File: src/rtl/dma_arbiter.sv
// dma_arbiter: shares one DMA read port between NUM_REQ burst requesters.
//
// Requesters are granted round-robin, starting from the index after the last one
// served. The granted request's address and count are latched onto the DMA port,
// DMA_read is held until DMA_ready (or a timeout), then a one-cycle done pulse is
// returned to the served requester.
//
// Build option: define DMA_ARB_FIXED_PRIORITY_EN to replace round-robin with fixed
// priority (lowest requesting index always wins).
//
// Ports:
//   clk, rst (sync, active low), clk_en (holds all state when low)
//   req / req_address / req_count   packed per-requester burst requests
//   grant / done                    one-hot owner, one-cycle completion pulse
//   DMA_read / DMA_address / DMA_count / DMA_ready   DMA read port
//   busy                            arbiter not idle
//   timeout_err                     sticky, set when a transfer is force-released
module dma_arbiter #(
  parameter int unsigned NUM_REQ             = 2,
  parameter int unsigned MEM_ADDRESS_WIDTH   = 16,
  parameter int unsigned LAYER_ADDRESS_WIDTH = 7,
  parameter int unsigned TIMEOUT_CYCLES      = 1024
) (
  input  logic                                   clk,
  input  logic                                   rst,
  input  logic                                   clk_en,
  input  logic [NUM_REQ-1:0]                     req,
  input  logic [NUM_REQ*MEM_ADDRESS_WIDTH-1:0]   req_address,
  input  logic [NUM_REQ*LAYER_ADDRESS_WIDTH-1:0] req_count,
  output logic [NUM_REQ-1:0]                     grant,
  output logic [NUM_REQ-1:0]                     done,
  output logic                                   DMA_read,
  output logic [MEM_ADDRESS_WIDTH-1:0]           DMA_address,
  output logic [LAYER_ADDRESS_WIDTH-1:0]         DMA_count,
  input  logic                                   DMA_ready,
  output logic                                   busy,
  output logic                                   timeout_err
);

  localparam int unsigned IdxW = (NUM_REQ > 1) ? $clog2(NUM_REQ) : 1;
  localparam int unsigned CntW = (TIMEOUT_CYCLES > 1) ? $clog2(TIMEOUT_CYCLES + 1) : 1;

  typedef enum logic [1:0] {StIdle, StWait, StDone} state_e;

  state_e                           state_q, state_d;
  logic [NUM_REQ-1:0]               grant_q, grant_d;
  logic [NUM_REQ-1:0]               done_q, done_d;
  logic                             read_q, read_d;
  logic [MEM_ADDRESS_WIDTH-1:0]     addr_q, addr_d;
  logic [LAYER_ADDRESS_WIDTH-1:0]   count_q, count_d;
  logic                             err_q, err_d;
  logic [IdxW-1:0]                  rr_ptr_q, rr_ptr_d;
  logic [IdxW-1:0]                  gidx_q, gidx_d;
  logic [CntW-1:0]                  cnt_q, cnt_d;

  logic [MEM_ADDRESS_WIDTH-1:0]     addr_arr  [NUM_REQ];
  logic [LAYER_ADDRESS_WIDTH-1:0]   count_arr [NUM_REQ];

  for (genvar i = 0; i < NUM_REQ; i++) begin : g_unpack
    assign addr_arr[i]  = req_address[i*MEM_ADDRESS_WIDTH +: MEM_ADDRESS_WIDTH];
    assign count_arr[i] = req_count[i*LAYER_ADDRESS_WIDTH +: LAYER_ADDRESS_WIDTH];
  end

  // Requester selection
  logic            sel_valid;
  logic [IdxW-1:0] sel_idx;
  logic [IdxW-1:0] cand;

  always_comb begin
    sel_valid = 1'b0;
    sel_idx   = '0;
    cand      = '0;
`ifdef DMA_ARB_FIXED_PRIORITY_EN
    // Scan high to low so the lowest requesting index is assigned last and wins.
    for (int unsigned k = NUM_REQ; k >= 1; k--) begin
      cand = IdxW'(k - 1);
      if (req[cand]) begin
        sel_valid = 1'b1;
        sel_idx   = cand;
      end
    end
`else
    // Scan from the farthest offset back to rr_ptr+1 so the nearest requester after
    // the last one served is assigned last and wins.
    for (int unsigned k = NUM_REQ; k >= 1; k--) begin
      cand = IdxW'((32'(rr_ptr_q) + k) % NUM_REQ);
      if (req[cand]) begin
        sel_valid = 1'b1;
        sel_idx   = cand;
      end
    end
`endif
  end

  always_comb begin
    state_d  = state_q;
    grant_d  = grant_q;
    done_d   = '0;
    read_d   = read_q;
    addr_d   = addr_q;
    count_d  = count_q;
    err_d    = err_q;
    rr_ptr_d = rr_ptr_q;
    gidx_d   = gidx_q;
    cnt_d    = cnt_q;
    unique case (state_q)
      StIdle: begin
        if (sel_valid) begin
          grant_d = NUM_REQ'(1) << sel_idx;
          gidx_d  = sel_idx;
          addr_d  = addr_arr[sel_idx];
          count_d = count_arr[sel_idx];
          // A zero-length burst needs no DMA access; finish it straight away.
          if (count_arr[sel_idx] != '0) begin
            read_d  = 1'b1;
            cnt_d   = '0;
            state_d = StWait;
          end else begin
            state_d = StDone;
          end
        end
      end
      StWait: begin
        if (DMA_ready) begin
          read_d  = 1'b0;
          state_d = StDone;
        end else if (TIMEOUT_CYCLES != 0 && 32'(cnt_q) + 32'd1 == TIMEOUT_CYCLES) begin
          // Force release; the done pulse still goes out so the requester can move on.
          err_d   = 1'b1;
          read_d  = 1'b0;
          state_d = StDone;
        end else begin
          cnt_d = cnt_q + CntW'(1);
        end
      end
      StDone: begin
        done_d   = grant_q;
        grant_d  = '0;
        rr_ptr_d = gidx_q;
        state_d  = StIdle;
      end
      default: state_d = StIdle;
    endcase
  end

  always_ff @(posedge clk) begin
    if (!rst) begin
      state_q  <= StIdle;
      grant_q  <= '0;
      done_q   <= '0;
      read_q   <= 1'b0;
      addr_q   <= '0;
      count_q  <= '0;
      err_q    <= 1'b0;
      rr_ptr_q <= IdxW'(NUM_REQ - 1);
      gidx_q   <= '0;
      cnt_q    <= '0;
    end else if (clk_en) begin
      state_q  <= state_d;
      grant_q  <= grant_d;
      done_q   <= done_d;
      read_q   <= read_d;
      addr_q   <= addr_d;
      count_q  <= count_d;
      err_q    <= err_d;
      rr_ptr_q <= rr_ptr_d;
      gidx_q   <= gidx_d;
      cnt_q    <= cnt_d;
    end
  end

  assign grant       = grant_q;
  assign done        = done_q;
  assign DMA_read    = read_q;
  assign DMA_address = addr_q;
  assign DMA_count   = count_q;
  assign busy        = (state_q != StIdle);
  assign timeout_err = err_q;

endmodule

File: config.mk
export PLATFORM = sky130hd
export DESIGN_NAME = dma_arbiter
export DESIGN_NICKNAME = d
export VERILOG_FILES = /design/src/rtl/dma_arbiter.sv
export SDC_FILE = /design/constraint.sdc
export NUM_CORES = 1
export LEC_CHECK = 0
export CAP_MARGIN = 0
export CORE_MARGIN = 2
export CORE_UTILIZATION = 48
export DETAILED_ROUTE_END_ITERATION = 7
export GPL_ROUTABILITY_DRIVEN = 0
export GPL_TIMING_DRIVEN = 1
export HOLD_SLACK_MARGIN = 0.05
export PLACE_DENSITY = 0.87
export SLEW_MARGIN = 20
export SYNTH_ARGS = -nofsm -noshare
export SYNTH_HDL_FRONTEND = slang
export SYNTH_SLANG_ARGS = --single-unit
File: constraint.sdc
create_clock -name clk -period 5.05 [get_ports clk]
set_input_delay 1.01 -clock clk [delete_from_list [all_inputs] [get_ports clk]]
set_output_delay 1.01 -clock clk [all_outputs]
set_load 0.05 [all_outputs]
==> summary.txt, run 1 <==
Power
  – Power density over cell area: 269 nW/um^2
  – Worst VDD drop: 0.178 mV
  – Static leakage: 1.10 nW

GRT
  – Total grt overflow: 0
  – Vias in the first global route: 2110
  – Overall routing resource usage: 0.236
  – Initial antenna violation count: 0
  – Global-route wire length before repair: 9870 um
  – Pin count of the biggest net entering global routing: 48

Setup path
  – CP Class: input port to register
  – Worst Setup Start Kind: input port
  – Reg2reg setup slack: 2.63 ns
  – Cells on worst reg2reg path: 7
  – R2R Path End: cnt_q[10]
  – Critical Path RT: 5.28 ns
  – Reg-to-reg startpoint: cnt_q[0]
  – Critical path capture point type: register
  – CP arrival: 3.21 ns
  – Critical Path Fanout Max: 27

Yosys
  – Post-Synth Simple-Gate Area: 0.240
  – Post-Syn Area: 2280 sq um
  – Sequential-to-total area share from yosys stat: 0.386
  – Yosys cell types: 50
  – Synthesis Warnings: 0
  – Post-synth EDFFs: 0
  – Synth area leader: dfxtp_1
  – Synth Area in Compound Gates: 0.208
  – Post-Syn Area per Cell: 8.64 sq um
  – Xor and xnor area share after synthesis: 0.00384
  – Post-synth top flop: dfxtp_1
  – Largest family of logic cells by synthesized area: simple AND/OR/NAND/NOR gates
  – Synth async-reset ratio: 0
  – Yosys reg bits: 44
  – Synth area leaders: dfxtp_1 (39%), mux2i_1 (11%), a211oi_1 (8.2%), nor2_1 (5.4%), o21ai_0 (3.1%)
  – Post-synthesis mux area share: 0.110
  – Synth Area in Adders: 0.0110
  – Cells after Synth: 264
  – Syn Nets: 318
  – Synth top area share: 0.386

Detailed routing
  – Initial DRC Count: 292
  – Vias per cell: 5.96
  – Drt drc: 0
  – Via count: 2332
  – Wire length per cell: 15.3 um
  – Total Wirelength: 5980 um
  – Antenna Violating Nets Remaining: 0
  – Drt pass-1 iters: 4

Floorplan
  – Row count: 25
  – Initial Utilization: 0.489
  – Num ports: 82
  – Die H: 72.9 um
  – Die ar.: 5320 sq um
  – Core area: 4660 sq um
  – Die Span X: 72.9 um

STA
  – RSZ-0062 raised after global routing: false
  – Final worst setup slack: 2.06 ns
  – Fin Hold WS: 0.473 ns
  – Setup violators final: 0
  – Worst Skew: 0.00999 ns
  – Part of the cycle the worst path needs: 0.592
  – Worst-margin pin slew: 0.618 ns
  – Max-Slew Margin vs Limit: 0.587
  – Setup TNS: 0 ns
  – Final hold viol count: 0
  – Achievable frequency: 0.335 GHz
  – Final worst path period need: 2.99 ns
  – Slew Limit Fails: 0

Clock tree
  – CTS tree: done
  – Clock Pin Slew Worst Setup and Hold Paths: 0.09 ns
  – Post-CTS sizing: 0
  – Later-pin clock latency in the skew report: 0.30 ns
  – CTS sink count: 44
  – Post-CTS Setup Repair Bufs: 0
  – Max Buffers Root-to-Sink: 2
  – CTS Hold Bufs: 0
  – Root buf cell: clkbuf_8
  – H-tree level count: 2
  – Total CTS buffers: 5

Min path
  – Worst hold path class: register to register
  – Min-delay src: done[0]
  – WHS Path Cells: 2
  – Hold Path End: done[0]

Status
  – Status: completed

Placement
  – Input/output buffers: 81
  – Dpl ws: 1.79 ns
  – Post-detail-place hpwl: 4460 um

Finish
  – Nets: 391
  – Fill cells: 348
  – # diodes: 0
  – Synth-to-layout area growth: 39.7%
  – Ratio of cells with drive above 1 in the final layout: 0.0653

Run
  – Maxcap violations: 0
## report_power, final
part	internal (W)	total [W]	switching [W]	leakage, nW
combinational	0.000106	0.000259	0.000153	0.701
sequential	0.000370	0.000385	0.0000148	0.360
clock	0.0000938	0.000214	0.000120	0.0400
total	0.000570	0.000857	0.000288	1.10
## logic make-up (layout without fill, tap and decap cells)
group,after synthesis,count (layout)
AO/OA/AOI/OAI,71,71
XOR/XNOR,1,1
adder cells (fa/ha/maj),2,2
buffers and inverters,20,93
flip-flops,44,44
multiplexers,25,25
AND/OR/NAND/NOR,101,101
## worst max path at each step
stage / from / slack (ns) / end
final: req[1] / 2.06 / cnt_q[7]
after global routing: req[1] / 1.91 / cnt_q[5]
after CTS: req[1] / 2.09 / cnt_q[7]
after detailed placement: req[1] / 1.79 / cnt_q[7]
after global placement: req[1] / 1.90 / cnt_q[4]
after floorplan: req[1] / 2.83 / cnt_q[7]
## flip-flops by register name (all words and copies together), names as in the netlist
register and cells:
done 2, cnt_q 11, state_q 2, grant 2, timeout_err 1, DMA_count 7, DMA_read 1, rr_ptr_q 1
gidx_q 1, DMA_address 16
## cells in the mapped netlist (2+ instances only)
cell type,count
a211oi_1,25
buf_1,3
dfxtp_1,44
nor2b_1,3
nor2_1,33
ha_1,2
clkbuf_1,6
inv_1,2
a31oi_1,9
o21ai_0,14
and3_1,2
buf_2,6
mux2i_1,25
or3_1,3
or4b_1,2
or4_1,4
nand2b_1,4
nand2_1,13
nand3_1,12
a21oi_1,10
and4_1,3
o21ai_1,2
nor4_1,3
nor3_1,4
nand3_2,3
nand4_1,3
## worst max-delay path: stages
cell and delay [ns]:
clkdlybuf4s50_1 0.53, a21boi_4 0.18, buf_4 0.38, nand3_1 0.18, and4_1 0.27, nor2_1 0.29
o21ai_0 0.17, a31oi_1 0.19
## through the flow
stage          std cells  utilization  power [W]  area [sq um]
2_1_floorplan        264            -   0.000548          2280
3_3_place_gp         384        0.666   0.000647          3110
3_5_place_dp         384        0.666   0.000652          3110
4_1_cts              391        0.684   0.000860          3190
5_1_grt              391        0.684   0.000896          3190
6_report             391        0.684   0.000857          3190
## cell type report
class | instances | area (sq um) | share of cell area
clock buffer | 5 | 68.8 | 0.0216
multi-input combinational | 200 | 1320 | 0.414
sequential | 44 | 881 | 0.276
tap | 54 | 67.6 | 0.0212
timing repair buffer | 83 | 826 | 0.259
clock inverter | 2 | 12.5 | 0.00393
inverter | 3 | 11.3 | 0.00353
## placed cells by master, fill, tap and decap left out, drive strengths merged, types with 2 or more instances in the layout
cell           synthesis  routed
a21oi                 10      10
o21ai                 17      17
a211oi                25      25
dfxtp                 44      44
mux2i                 25      25
nor4                   4       4
inv                    3       3
nand2                 14      14
nand4                  3       3
clkdlybuf4s50          0      81
nor2b                  3       3
nand3                 15      15
ha                     2       2
and4                   4       4
or4                    4       4
nor2                  33      33
buf                   11       2
nand2b                 4       4
or4b                   2       2
clkbuf                 6       5
and3                   2       2
a31oi                  9       9
nor3                   5       5
or3                    3       3
## layer usage
metal  wire length (um)  global-route usage
met5                  0                   0
met3                548              0.0787
met2               2920               0.372
met1               2450               0.310
met4                 57              0.0679
Power figures use the tool's default switching activity.
==> run 2: changes to the inputs <==
--- a/config.mk
+++ b/config.mk
@@ -7,12 +7,12 @@
 export LEC_CHECK = 0
 export CAP_MARGIN = 0
 export CORE_MARGIN = 2
-export CORE_UTILIZATION = 48
+export CORE_UTILIZATION = 40
 export DETAILED_ROUTE_END_ITERATION = 7
 export GPL_ROUTABILITY_DRIVEN = 0
 export GPL_TIMING_DRIVEN = 1
 export HOLD_SLACK_MARGIN = 0.05
-export PLACE_DENSITY = 0.87
+export PLACE_DENSITY = 0.78
 export SLEW_MARGIN = 20
 export SYNTH_ARGS = -nofsm -noshare
 export SYNTH_HDL_FRONTEND = slang
==> constraint.sdc (replaced) <==
create_clock -name clk -period 2.4 [get_ports clk]
set_input_delay 0.48 -clock clk [delete_from_list [all_inputs] [get_ports clk]]
set_output_delay 0.48 -clock clk [all_outputs]
set_load 0.05 [all_outputs]
==> run 2 against run 1 <==
  * Die area grew 19%
  * Worst hold slack lost 0.0024 ns
  * Highest routed layer unchanged
  * Combinational power grew 120%
  * First-iteration DRC count shrank 59%
  * Critical path type is now register to output port
  * Register-to-register slack lost 2.4 ns
  * Clock skew shrank 0.0056 ns
==> summary.txt, run 2 (synthesis gave the netlist of run 1 again) <==
Placement
  – Dpl ws: 0.00444 ns
  – Input/output buffers: 81
  – Post-detail-place hpwl: 4460 um
  – Dpl cells: 413

Clock tree
  – CTS Hold Bufs: 0
  – Post-CTS Setup Repair Bufs: 0
  – CTS tree: done
  – Clock Pin Slew Worst Setup and Hold Paths: 0.08 ns
  – Max Buffers Root-to-Sink: 2
  – H-tree level count: 2
  – Post-CTS sizing: 0
  – Total CTS buffers: 5
  – Root buf cell: clkbuf_8
  – Later-pin clock latency in the skew report: 0.30 ns
  – CTS sink count: 44

Power
  – NetSw: 0.000613 W
  – Part of the power in registers: 0.417
  – Comb pwr share: 0.292
  – Static leakage: 1.18 nW
  – P_int: 0.00132 W
  – Clock power frac: 0.292
  – Switching share of power: 0.316
  – Worst VDD drop: 0.281 mV
  – Power density over cell area: 582 nW/um^2

STA
  – Final worst path period need: 2.32 ns
  – Slew Limit Fails: 0
  – Achievable frequency: 0.431 GHz
  – Worst-margin pin slew: 0.530 ns
  – Final hold viol count: 0
  – Fin Hold WS: 0.470 ns
  – Final worst setup slack: 0.0820 ns
  – Worst Skew: 0.00436 ns
  – Setup violators final: 0
  – Part of the cycle the worst path needs: 0.966
  – Setup TNS: 0 ns
  – Max-Slew Margin vs Limit: 0.645
  – RSZ-0062 raised after global routing: false

Setup path
  – Critical Path Fanout Max: 8
  – CP Class: register to output port
  – CP arrival: 1.84 ns
  – Worst Setup Start Kind: register
  – Critical Path RT: 1.92 ns
  – Critical path capture point type: output port

Floorplan
  – Core area: 5510 sq um
  – Die H: 79.5 um
  – Die Span X: 79.5 um
  – Initial Utilization: 0.414
  – Die ar.: 6320 sq um
  – Num ports: 82
  – Row count: 27

Detailed routing
  – Via count: 2295
  – Drt pass-1 iters: 4
  – Drt drc: 0
  – Total Wirelength: 6030 um
  – Initial DRC Count: 120
  – Wire length per cell: 14.3 um
  – Antenna Violating Nets Remaining: 0
  – Vias per cell: 5.45

GRT
  – Pin count of the biggest net entering global routing: 47
  – Overall routing resource usage: 0.196
  – Initial antenna violation count: 0
  – Met2 Usage GRT: 0.330
  – GR Util met3: 0.0690
  – Vias in the first global route: 2186
  – GR peak layer: met2
  – Total grt overflow: 0
  – Global-route wire length before repair: 9920 um
  – Met1 usage: 0.239

Finish
  – Largest register FFs: 16
  – Synth-to-layout area growth: 46.0%
  – Non-filler cells, final: 421
  – Nets: 402
  – Most frequent cells in the layout: clkdlybuf4s50_1 (81), dfxtp_1 (44), nor2_1 (32)
  – # diodes: 0
  – Ratio of cells with drive above 1 in the final layout: 0.0946
  – Commonest non-fill, non-tap cell in the layout: clkdlybuf4s50_1

Run
  – Maxcap violations: 0

Status
  – Status: completed

Min path
  – Worst hold path class: register to register
-- run 2: changes by cell type in the layout (fill, tap and decap cells not counted) --
| cell | change |
|---|---|
| clkinvlp_4 | -1 |
| bufinv_16 | +1 |
| clkbuf_1 | +1 |
| buf_4 | +10 |
| buf_12 | +1 |
-- run 2: layout make-up --
type / instances / area (sq um)
fillers: 490 / 2180
multi-input cells: 200 / 1320
repair buffers: 94 / 921
flip-flops and latches: 44 / 881
well taps: 72 / 90.1
clock buffers: 6 / 72.6
clock inverters: 2 / 35.0
inverters: 3 / 11.3
-- run 2: power groups by stage --
stage | registers [W] | logic (W) | clock network (W)
after floorplan | 0.000974 | 0.000180 | 0
after CTS | 0.000808 | 0.000568 | 0.000571
after global placement | 0.000823 | 0.000561 | 0
after global routing | 0.000813 | 0.000605 | 0.000597
after detailed placement | 0.000825 | 0.000565 | 0
final | 0.000808 | 0.000565 | 0.000565
-- run 2: critical path, stage by stage (launching register included) --
cell and delay, ns:
dfxtp_1 0.46, nor2_1 0.13, inv_1 0.13, clkdlybuf4s50_1 0.82
-- run 2: path summary, 6_finish.rpt --
check | startpoint | end | slack [ns] | cells past startpoint
max | state_q[0] | busy | 0.08 | 3
min | done[0] | done[0] | 0.47 | 2
max reg2reg | cnt_q[0] | cnt_q[2] | 0.22 | 7
min reg2reg | done[0] | done[0] | 0.47 | 2
-- run 2: layer usage --
| metal | part of all wire | up-vias |
|---|---|---|
| li1 | - | 1156 |
| met5 | 0 | - |
| met4 | 0.010 | 0 |
| met1 | 0.42 | 1037 |
| met3 | 0.10 | 8 |
| met2 | 0.46 | 94 |
-- run 2: through the flow --
step,area [sq um],util,total power [W]
finish,3330,0.605,0.00194
global route,3330,0.605,0.00201
CTS,3330,0.605,0.00195
detailed placement,3220,0.585,0.00139
global placement,3220,0.585,0.00138
floorplan,2280,-,0.00115
==> run 3: changes to the inputs <==
==> constraint.sdc (replaced) <==
create_clock -name clk -period 2.1 [get_ports clk]
set_input_delay 0.42 -clock clk [delete_from_list [all_inputs] [get_ports clk]]
set_output_delay 0.42 -clock clk [all_outputs]
set_load 0.05 [all_outputs]
==> run 3 against run 2 <==
  * Sequential power increased by 14%
  * Non-clock buffer count increased by 8
  * Final area increased by 2.4%
  * Register-to-register slack got worse by 0.11 ns
  * Total power increased by 11%
  * Critical endpoint is now cnt_q[7]
  * Largest power group unchanged
==> summary.txt, run 3 (synthesis gave the netlist of run 1 again) <==
Floorplan
  – Row count: 27
  – Num ports: 82
  – Die H: 79.5 um
  – Initial Utilization: 0.414
  – Die Span X: 79.5 um
  – Die ar.: 6320 sq um
  – Core area: 5510 sq um

Detailed routing
  – Antenna Violating Nets Remaining: 0
  – Top Layer Used: met4
  – Total Wirelength: 5930 um
  – Metal-1 WL: 2470 um
  – Via count: 2326
  – WL met3: 635 um
  – Initial DRC Count: 206
  – Wire length per cell: 13.8 um
  – Met2 wire len: 2760 um
  – Vias per cell: 5.42
  – Drt pass-1 iters: 5
  – Drt drc: 0

Finish
  – Commonest non-fill, non-tap cell in the layout: clkdlybuf4s50_1
  – Most frequent cells in the layout: clkdlybuf4s50_1 (80), dfxtp_1 (39), nor2_1 (32)
  – # diodes: 0
  – Post-route cell area: 3410 sq um
  – Synth-to-layout area growth: 49.5%
  – Ratio of cells with drive above 1 in the final layout: 0.140
  – Largest register FFs: 16
  – Non-filler cells, final: 429
  – Nets: 410

STA
  – Part of the cycle the worst path needs: 0.952
  – Max-Slew Margin vs Limit: 0.636
  – Achievable frequency: 0.500 GHz
  – Setup TNS: 0 ns
  – Fin Hold WS: 0.471 ns
  – Slew Limit Fails: 0
  – Setup violators final: 0
  – Worst Skew: 0.00520 ns
  – Worst-margin pin slew: 0.545 ns
  – Final worst setup slack: 0.100 ns
  – RSZ-0062 raised after global routing: false
  – Final hold viol count: 0
  – Final worst path period need: 2.00 ns

GRT
  – Vias in the first global route: 2180
  – Overall routing resource usage: 0.194
  – Global-route wire length before repair: 9880 um
  – Total grt overflow: 0
  – Pin count of the biggest net entering global routing: 47
  – Initial antenna violation count: 0

Power
  – Worst VDD drop: 0.360 mV
  – Static leakage: 1.23 nW
  – Power density over cell area: 628 nW/um^2

Setup path
  – Critical Path Fanout Max: 6
  – Worst Setup Start Kind: input port
  – CP arrival: 2.22 ns
  – Critical path capture point type: register
  – CP Class: input port to register
  – Critical Path RT: 2.32 ns

Clock tree
  – Total CTS buffers: 5
  – Later-pin clock latency in the skew report: 0.30 ns
  – H-tree level count: 2
  – Post-CTS Setup Repair Bufs: 0
  – Clock Pin Slew Worst Setup and Hold Paths: 0.08 ns
  – Max Buffers Root-to-Sink: 2
  – Root buf cell: clkbuf_8
  – CTS sink count: 44
  – CTS tree: done
  – Post-CTS sizing: 0
  – CTS Hold Bufs: 0

Run
  – Maxcap violations: 0

Min path
  – Worst hold path class: register to register

Placement
  – Input/output buffers: 81
  – DP Area: 3290 sq um
  – Dpl cells: 421
  – Dpl ws: -0.213 ns
  – Post-detail-place hpwl: 4640 um

Status
  – Status: completed
[run 3: layout make-up]
type	instances	area, sq um
Clock buffer	6	82.6
Inverter	3	11.3
Sequential cell	44	887
Timing Repair Buffer	102	978
Tap cell	72	90.1
Multi-Input combinational cell	200	1350
Fill cell	475	2100
Clock inverter	2	13.8
[run 3: layer usage]
metal,up-vias,global-route usage
li1,1179,-
met1,1043,0.228
met2,96,0.316
met3,8,0.0905
met4,0,0.0586
met5,-,0
[run 3: worst max-delay path, cell delays in order]
cell             delay (ns)
clkdlybuf4s50_1        0.43
nor4_1                 0.38
buf_4                  0.17
nand3b_1               0.11
and4_1                 0.23
nor2_1                 0.09
buf_4                  0.14
o21ai_0                0.08
a31oi_1                0.16
[run 3: path summary, 6_finish.rpt]
check | slack, ns | endpoint | depth (start not counted) | from
worst max-delay path | 0.10 | cnt_q[7] | 9 | req_count[3]
worst min-delay path | 0.47 | done[0] | 2 | done[0]
worst max register to register | 0.11 | state_q[0] | 7 | cnt_q[0]
worst min register to register | 0.47 | done[0] | 2 | done[0]
[run 3: power breakdown]
group          switching [W]  leakage (nW)  internal, W  total (W)
clock network       0.000299        0.0516     0.000269   0.000568
registers          0.0000325         0.363     0.000889   0.000922
logic               0.000373         0.817     0.000279   0.000652
[run 3: through the flow]
step	total power (W)	utilization
5_1_grt	0.00224	0.619
3_5_place_dp	0.00160	0.598
2_1_floorplan	0.00132	-
3_3_place_gp	0.00159	0.598
6_report	0.00214	0.619
4_1_cts	0.00216	0.615
